$ cat config.mk
export PLATFORM = sky130hd
export DESIGN_NAME = alu_operand_stage
export DESIGN_NICKNAME = d
export VERILOG_FILES = /design/src/rtl/alu_operand_stage.sv
export SDC_FILE = /design/constraint.sdc
export NUM_CORES = 1
export LEC_CHECK = 0
export CAP_MARGIN = 20
export CORE_ASPECT_RATIO = 1.5
export CORE_MARGIN = 2
export CORE_UTILIZATION = 39
export CTS_BUF_LIST = sky130_fd_sc_hd__clkbuf_2
export CTS_CLUSTER_SIZE = 25
export DETAILED_ROUTE_END_ITERATION = 16
export PLACE_DENSITY = 0.73
export SYNTH_ARGS = -nofsm -noshare
export SYNTH_HDL_FRONTEND = slang
export SYNTH_SLANG_ARGS = --single-unit
export TNS_END_PERCENT = 50
$ cat constraint.sdc
create_clock -name clk -period 1.4 [get_ports clk]
set_input_delay 0.14 -clock clk [delete_from_list [all_inputs] [get_ports clk]]
set_output_delay 0.14 -clock clk [all_outputs]
set_load 0.03 [all_outputs]
$ cat src/rtl/alu_operand_stage.sv
// Registered operand-issue stage feeding the 8-bit bitwise units: a main + skid
// buffer that sustains one transfer per cycle with a registered in_ready.
module alu_operand_stage #(
    parameter int WIDTH = 8,
    parameter int OPW   = 2,
    parameter int CNT_W = 16
) (
    input  logic             clk,
    input  logic             rst,
    input  logic             in_valid,
    output logic             in_ready,
    input  logic [WIDTH-1:0] in_a,
    input  logic [WIDTH-1:0] in_b,
    input  logic [OPW-1:0]   in_op,
    output logic             out_valid,
    input  logic             out_ready,
    output logic [WIDTH-1:0] out_a,
    output logic [WIDTH-1:0] out_b,
    output logic [OPW-1:0]   out_op,
    output logic [CNT_W-1:0] issue_cnt,
    output logic [1:0]       state_dbg
);

    // Handshake: a transfer happens on a rising edge where valid and ready are
    // both high; valid never waits on ready, and a held valid keeps its data stable.
    typedef enum logic [1:0] {
        ST_EMPTY = 2'b00,
        ST_ONE   = 2'b01,
        ST_FULL  = 2'b10
    } state_t;

    state_t           state;
    state_t           state_nxt;
    logic [WIDTH-1:0] skid_a;
    logic [WIDTH-1:0] skid_b;
    logic [OPW-1:0]   skid_op;
    logic             acc;
    logic             drn;
    logic             load_main_in;
    logic             load_main_skid;
    logic             load_skid;

    assign acc       = in_valid & in_ready;
    assign drn       = out_valid & out_ready;
    assign out_valid = (state != ST_EMPTY);
    assign state_dbg = state;

    // The main register takes fresh input whenever it is free or drained in the
    // same cycle; the skid only catches a pair that arrives while main is stalled.
    assign load_main_in   = acc & ((state == ST_EMPTY) | ((state == ST_ONE) & drn));
    assign load_main_skid = (state == ST_FULL) & drn;
    assign load_skid      = acc & (state == ST_ONE) & ~drn;

    always_comb begin
        state_nxt = state;
        case (state)
            ST_EMPTY: begin
                if (acc) state_nxt = ST_ONE;
            end
            ST_ONE: begin
                if (acc && !drn)      state_nxt = ST_FULL;
                else if (!acc && drn) state_nxt = ST_EMPTY;
                else                  state_nxt = ST_ONE;
            end
            ST_FULL: begin
                if (drn) state_nxt = ST_ONE;
            end
            default: state_nxt = ST_EMPTY;
        endcase
    end

    always_ff @(posedge clk or posedge rst) begin
        if (rst) begin
            state     <= ST_EMPTY;
            in_ready  <= 1'b0;
            out_a     <= '0;
            out_b     <= '0;
            out_op    <= '0;
            skid_a    <= '0;
            skid_b    <= '0;
            skid_op   <= '0;
            issue_cnt <= '0;
        end else begin
            state    <= state_nxt;
            // Ready looks one cycle ahead so it never depends on this cycle's inputs.
            in_ready <= (state_nxt != ST_FULL);

            if (load_main_in) begin
                out_a  <= in_a;
                out_b  <= in_b;
                out_op <= in_op;
            end else if (load_main_skid) begin
                out_a  <= skid_a;
                out_b  <= skid_b;
                out_op <= skid_op;
            end

            if (load_skid) begin
                skid_a  <= in_a;
                skid_b  <= in_b;
                skid_op <= in_op;
            end

            if (drn) issue_cnt <= issue_cnt + CNT_W'(1);
        end
    end

endmodule

# Word-level counts from Yosys, hierarchy flattened
# Cells that the tools add are included.
# Widths: inputs -> output; s select.
# op_classes
reduce_logical,7
mux,11
n_addsub,1
n_bitwise,9
n_eq_ne,3
# ops
cell,n
$mux 8,4
$add 16x1->16 const B,1
$mux 2,5
$and 1x1->1,7
$pmux 2 s3,1
$reduce_bool 2->1,2
$eq 2x1->1 const B,1
$eq 2x2->1 const B,1
$logic_and 1x1->1,2
$logic_not 1->1,2
$logic_not 2->1,1
$ne 2x2->1 const B,1
$mux 1,1
$not 1->1,1
$or 1x1->1,1
# word_totals
wordCells,40
input_bits,22
regBits,55

# Longest topological paths before layout
# depth
depth_word,7
mapped_depth,6
mapped_depth_nobuf,4

# Worst setup path after synthesis
# No wires, ideal clock.
# synth_path
kind,register -> register
startpoint,reg state[0] (netlist: state_dbg[0])
endpoint,reg out_a[0]
stages_incl_launch_ff,6
setup_slack_ns,-0.240
required_time_ns,1.282
arrival_time_ns,1.522
period_less_slack_ns,1.640
cell_sequence,dfrtp_1 nor2b_2 nor3_4 nor2_4 buf_6 a21o_1
# synth_via
elab_chain_cells,6
# synth_rtl
element,line,rtl
from (decl),32,state_t state;
from (signal assigned),84,state <= state_nxt;
$reduce_bool 2->1,45,assign out_valid = (state != ST_EMPTY);
$and 1x1->1,44,assign drn = out_valid & out_ready;
$and 1x1->1,50,assign load_main_in = acc & ((state == ST_EMPTY) | ((state == ST_ONE) & drn));
$or 1x1->1,50,
$and 1x1->1,50,
$mux 8 / $reduce_bool 2->1 (equally long branches),n/a,
to (signal assigned),89,out_a <= in_a;
to (signal assigned),93,out_a <= skid_a;
to (decl),17,"output logic [WIDTH-1:0] out_a,"
# Several ways; a longest one is shown, not always the timed one.
# A chain may end at the register's enable or synchronous reset.

# Final worst setup path
# layout_path
startpoint,reg state[0] (netlist: state_dbg[0])
endpoint,reg out_a[5]
# Same word-level chain as after synthesis.

==> flow_summary_export.csv <==
group,metric,value,unit
routing,vias_per_cell,5.082,
setup_path,worst_setup_path_start_kind,"flop",
clock_tree,clkTransAtPathRegs,0.27,ns
sta,worst_slew_pin_slew,0.3010,ns
setup_path,ff2ff_setup_slack,-0.09,ns
sta,max_slew_margin,80.01,%
cells_and_area,layout-drive-gt1-share,50.97,%
grt,gr-usage-all-layers,16.44,%
grt,busiest_layer,"met2",
pwr,switching_power,2457,µW
clock_tree,cts_tree,"done",
floorplanning,ioPinCount,60,
run_status,failed_checks,"setup timing",
cells_and_area,fin_util,58.33,%
setup_path,critPathMaxStageDelay,0.45,ns
yosys,synthDistinctLibCells,34,
cells_and_area,final_nets,279,
place,gp_congestion,0.7460,
sta,finalHoldViolations,0,
yosys,syn-cell-area,2350,µm²
yosys,syn_nets,197,
setup_path,reg2reg_depth,6,
pwr,p_per_area,1981,nW/µm²
clock_tree,numCtsBuffers,5,
routing,drtIter0Drc,88,
clock_tree,htree_num_levels,2,
floorplanning,fp.dieH,99.07,µm
sta,hold_ws,0.08996,ns
setup_path,path_cells,"buf_6 -> nor2b_4 -> nor3_4 -> buf_12 -> a22o_2 -> a21o_2",
yosys,ys_seq_elements,55,
pwr,p_sw_share,36.49,%
grt,grt_pass1_vias,1761,
routing,route.vias.total,1677,
floorplanning,row_count,34,
setup_path,endpoint_kind,"flop",
setup_path,cpMaxStageDelayCell,"dfrtp_2",
sta,setup_violations,36,
sta,setup_tns,-1.996,ns
pwr,comb_power_share,46.7,%
routing,drc,0,
cells_and_area,fillers,520,
sta,fmax,669.6,MHz
floorplanning,core-area,5828,µm²
routing,wl_per_cell,15.23,µm
sta,finalClockSkew,0.009308,ns
clock_tree,root_buffer,"clkbuf_2",
clock_tree,clk_path_buf_depth,2,
clock_tree,hold_buffers,0,
grt,groute.layer.met2.usage,26.50,%
floorplanning,dieWidth,67.38,µm
grt,globalRouteMet3Util,2.511,%
grt,overflow,0,
yosys,yosys_warnings,0,
setup_path,rr_endpoint,"out_a[5]",
pwr,share_seq_of_total_power,39.0,%
sta,finalCritPeriodShare,106.7,%
routing,wl,5026,µm
pwr,p_leak,0.001603,µW
setup_path,cp_max_fo,18,
grt,antenna_found_initial,1,
sta,finalWorstSetupSlack,-0.09346,ns
grt,grt_max_degree,56,
clock_tree,clock_sinks,55,
cells_and_area,area_growth,44.68,%
pwr,ir_worst_vdd,1.093,mV
grt,use_met1,21.79,%
routing,ant_nets,0,
setup_path,worstSetupPathType,"flop to flop",
place,io_buffers,59,
clock_tree,clk_latency,0.42,ns
setup_path,required,1.76,ns
setup_path,r2r-start,"state_dbg[0]",
pwr,totalPowerFinal,6735,µW
sta,period_minus_slack,1.493,ns
pwr,internal_power,4277,µW
floorplanning,start_util,40.32,%
setup_path,arrival,1.85,ns
routing,firstDrtPassIters,4,
sta,grt_setup_unrepaired,"yes",
pwr,p_clk_share,14.4,%
yosys,syn_area_per_cell,13.50,µm²
place,dp_hpwl,3286,µm
grt,grt_first_pass_wirelength,8411,µm
sta,slew_viol_final,0,
yosys,syn_inst,174,
run_status,outcome,"finished with violations",
floorplanning,die-area,6675,µm²
worst_hold_path,hold_class,"input port to asynchronous set/reset pin",
yosys,yosysSeqAreaShare,58.57,%
run,cap_violations,0,
[logic make-up after synthesis]
kind of cell             after synthesis  share of synthesized area, %
multiplexers                          19                         9.052
adder cells (fa/ha/maj)                1                        0.5324
AND/OR/NAND/NOR                       34                         8.840
flip-flops                            55                         58.57
buffers and inverters                 10                         3.034
XOR/XNOR                              15                         5.591
AO/OA/AOI/OAI                         40                         14.38
[metal layers]
layer,part of all wire [%],vias to the layer above,wire (µm)
met3,3.7,4,187
met4,1.4,0,72
met5,0,-,0
li1,-,793,-
met2,51,37,2583
met1,43,843,2182
[synth_stat cells (all sizes together)]
cell type | count | area (µm²)
nor2 | 4 | 22.52
or2 | 2 | 12.51
nand4 | 5 | 31.28
xor2 | 1 | 8.760
dfrtp | 55 | 1376
and3b | 1 | 10.01
a21oi | 1 | 5.000
mux2i | 1 | 10.01
clkbuf | 2 | 8.750
o22ai | 1 | 6.260
ha | 1 | 12.51
nor3 | 1 | 16.27
nor3b | 1 | 7.510
buf | 7 | 58.80
nor2b | 1 | 8.760
o21ai | 1 | 5.000
and4 | 2 | 17.52
and2 | 2 | 13.77
mux2 | 18 | 202.7
xnor2 | 14 | 122.6
inv | 1 | 3.750
a21o | 18 | 145.1
nand2 | 8 | 30.03
o21a | 1 | 8.760
nand3 | 5 | 25.02
a22o | 18 | 167.7
and3 | 2 | 12.51
[how the worst max path moves through the flow]
stage,from,end,depth (start not counted)
after floorplan,state_dbg[1],out_a[0],5
after global placement,out_ready,skid_b[2],4
after detailed placement,out_ready,skid_b[1],4
after CTS,state_dbg[1],out_valid,2
after global routing,state_dbg[0],out_a[5],6
final,state_dbg[0],out_a[5],6
[state kept, by name, summed over array words and instances (netlist names)]
signal	flops
issue_cnt	16
out_a	8
out_b	8
skid_a	8
skid_b	8
out_op	2
skid_op	2
state_dbg	2
in_ready	1
[layout make-up]
| class | count | area (µm²) | share of cell area, % |
|---|---|---|---|
| clock inverters | 2 | 60.06 | 1.767 |
| inverters | 1 | 7.507 | 0.2208 |
| flip-flops and latches | 55 | 1385 | 40.74 |
| multi-input cells | 112 | 1079 | 31.73 |
| well taps | 72 | 90.09 | 2.650 |
| diodes | 1 | 2.502 | 0.07361 |
| repair buffers | 81 | 745.7 | 21.94 |
| clock buffers | 6 | 30.03 | 0.8833 |
[worst max-delay path, delay by kind of cell (launching register included)]
| family | cells | cell delay (ns) |
|---|---|---|
| flops | 1 | 0.45 |
| buf+inv | 2 | 0.26 |
| compound gates | 2 | 0.44 |
| simple gates | 2 | 0.28 |
[power groups by stage]
| stage | logic [µW] | clock network [µW] | registers, µW |
|---|---|---|---|
| floorplan | 1350 | 0 | 3300 |
| global placement | 3090 | 0 | 2670 |
| global route | 3360 | 1060 | 2720 |
| finish | 3140 | 967 | 2620 |
| detailed placement | 3160 | 0 | 2670 |
| CTS | 3160 | 994 | 2610 |
[through the flow]
stage / setup slack [ns] / instance area (µm²) / instances
finish: -0.09346 / 3400 / 330
global route: -0.1470 / 3400 / 330
CTS: -0.2343 / 3386 / 326
detailed placement: -0.3484 / 3224 / 311
global placement: -0.2969 / 3224 / 311
floorplan: -0.1368 / 2489 / 174
[what timing repair did]
item                       in CTS  in global routing
setup endpoints to repair      83                 84
gates resized for setup       100                 57
setup buffers                   5                  3
pin swaps                       9                  8
gates cloned                    2                  1
[layout by cell type, fill, tap and decap left out, types with 4 or more instances in the layout]
cell type        netlist  layout
clkbuf_2               1      20
dfrtp_1               55      48
buf_6                  3      10
buf_2                  2       6
and2_4                 0       4
a22o_1                10      10
nand2_1                8       6
mux2_4                 0      18
buf_4                  2      12
clkdlybuf4s15_2        0      11
a22o_2                 8       8
a21o_2                 8       8
a21o_1                10      10
xnor2_1               14      13
buf_12                 0       4
dfrtp_2                0       7
nand4_1                5       5
clkdlybuf4s50_1        0      21
Note: power is estimated with default switching activity, not from simulation.
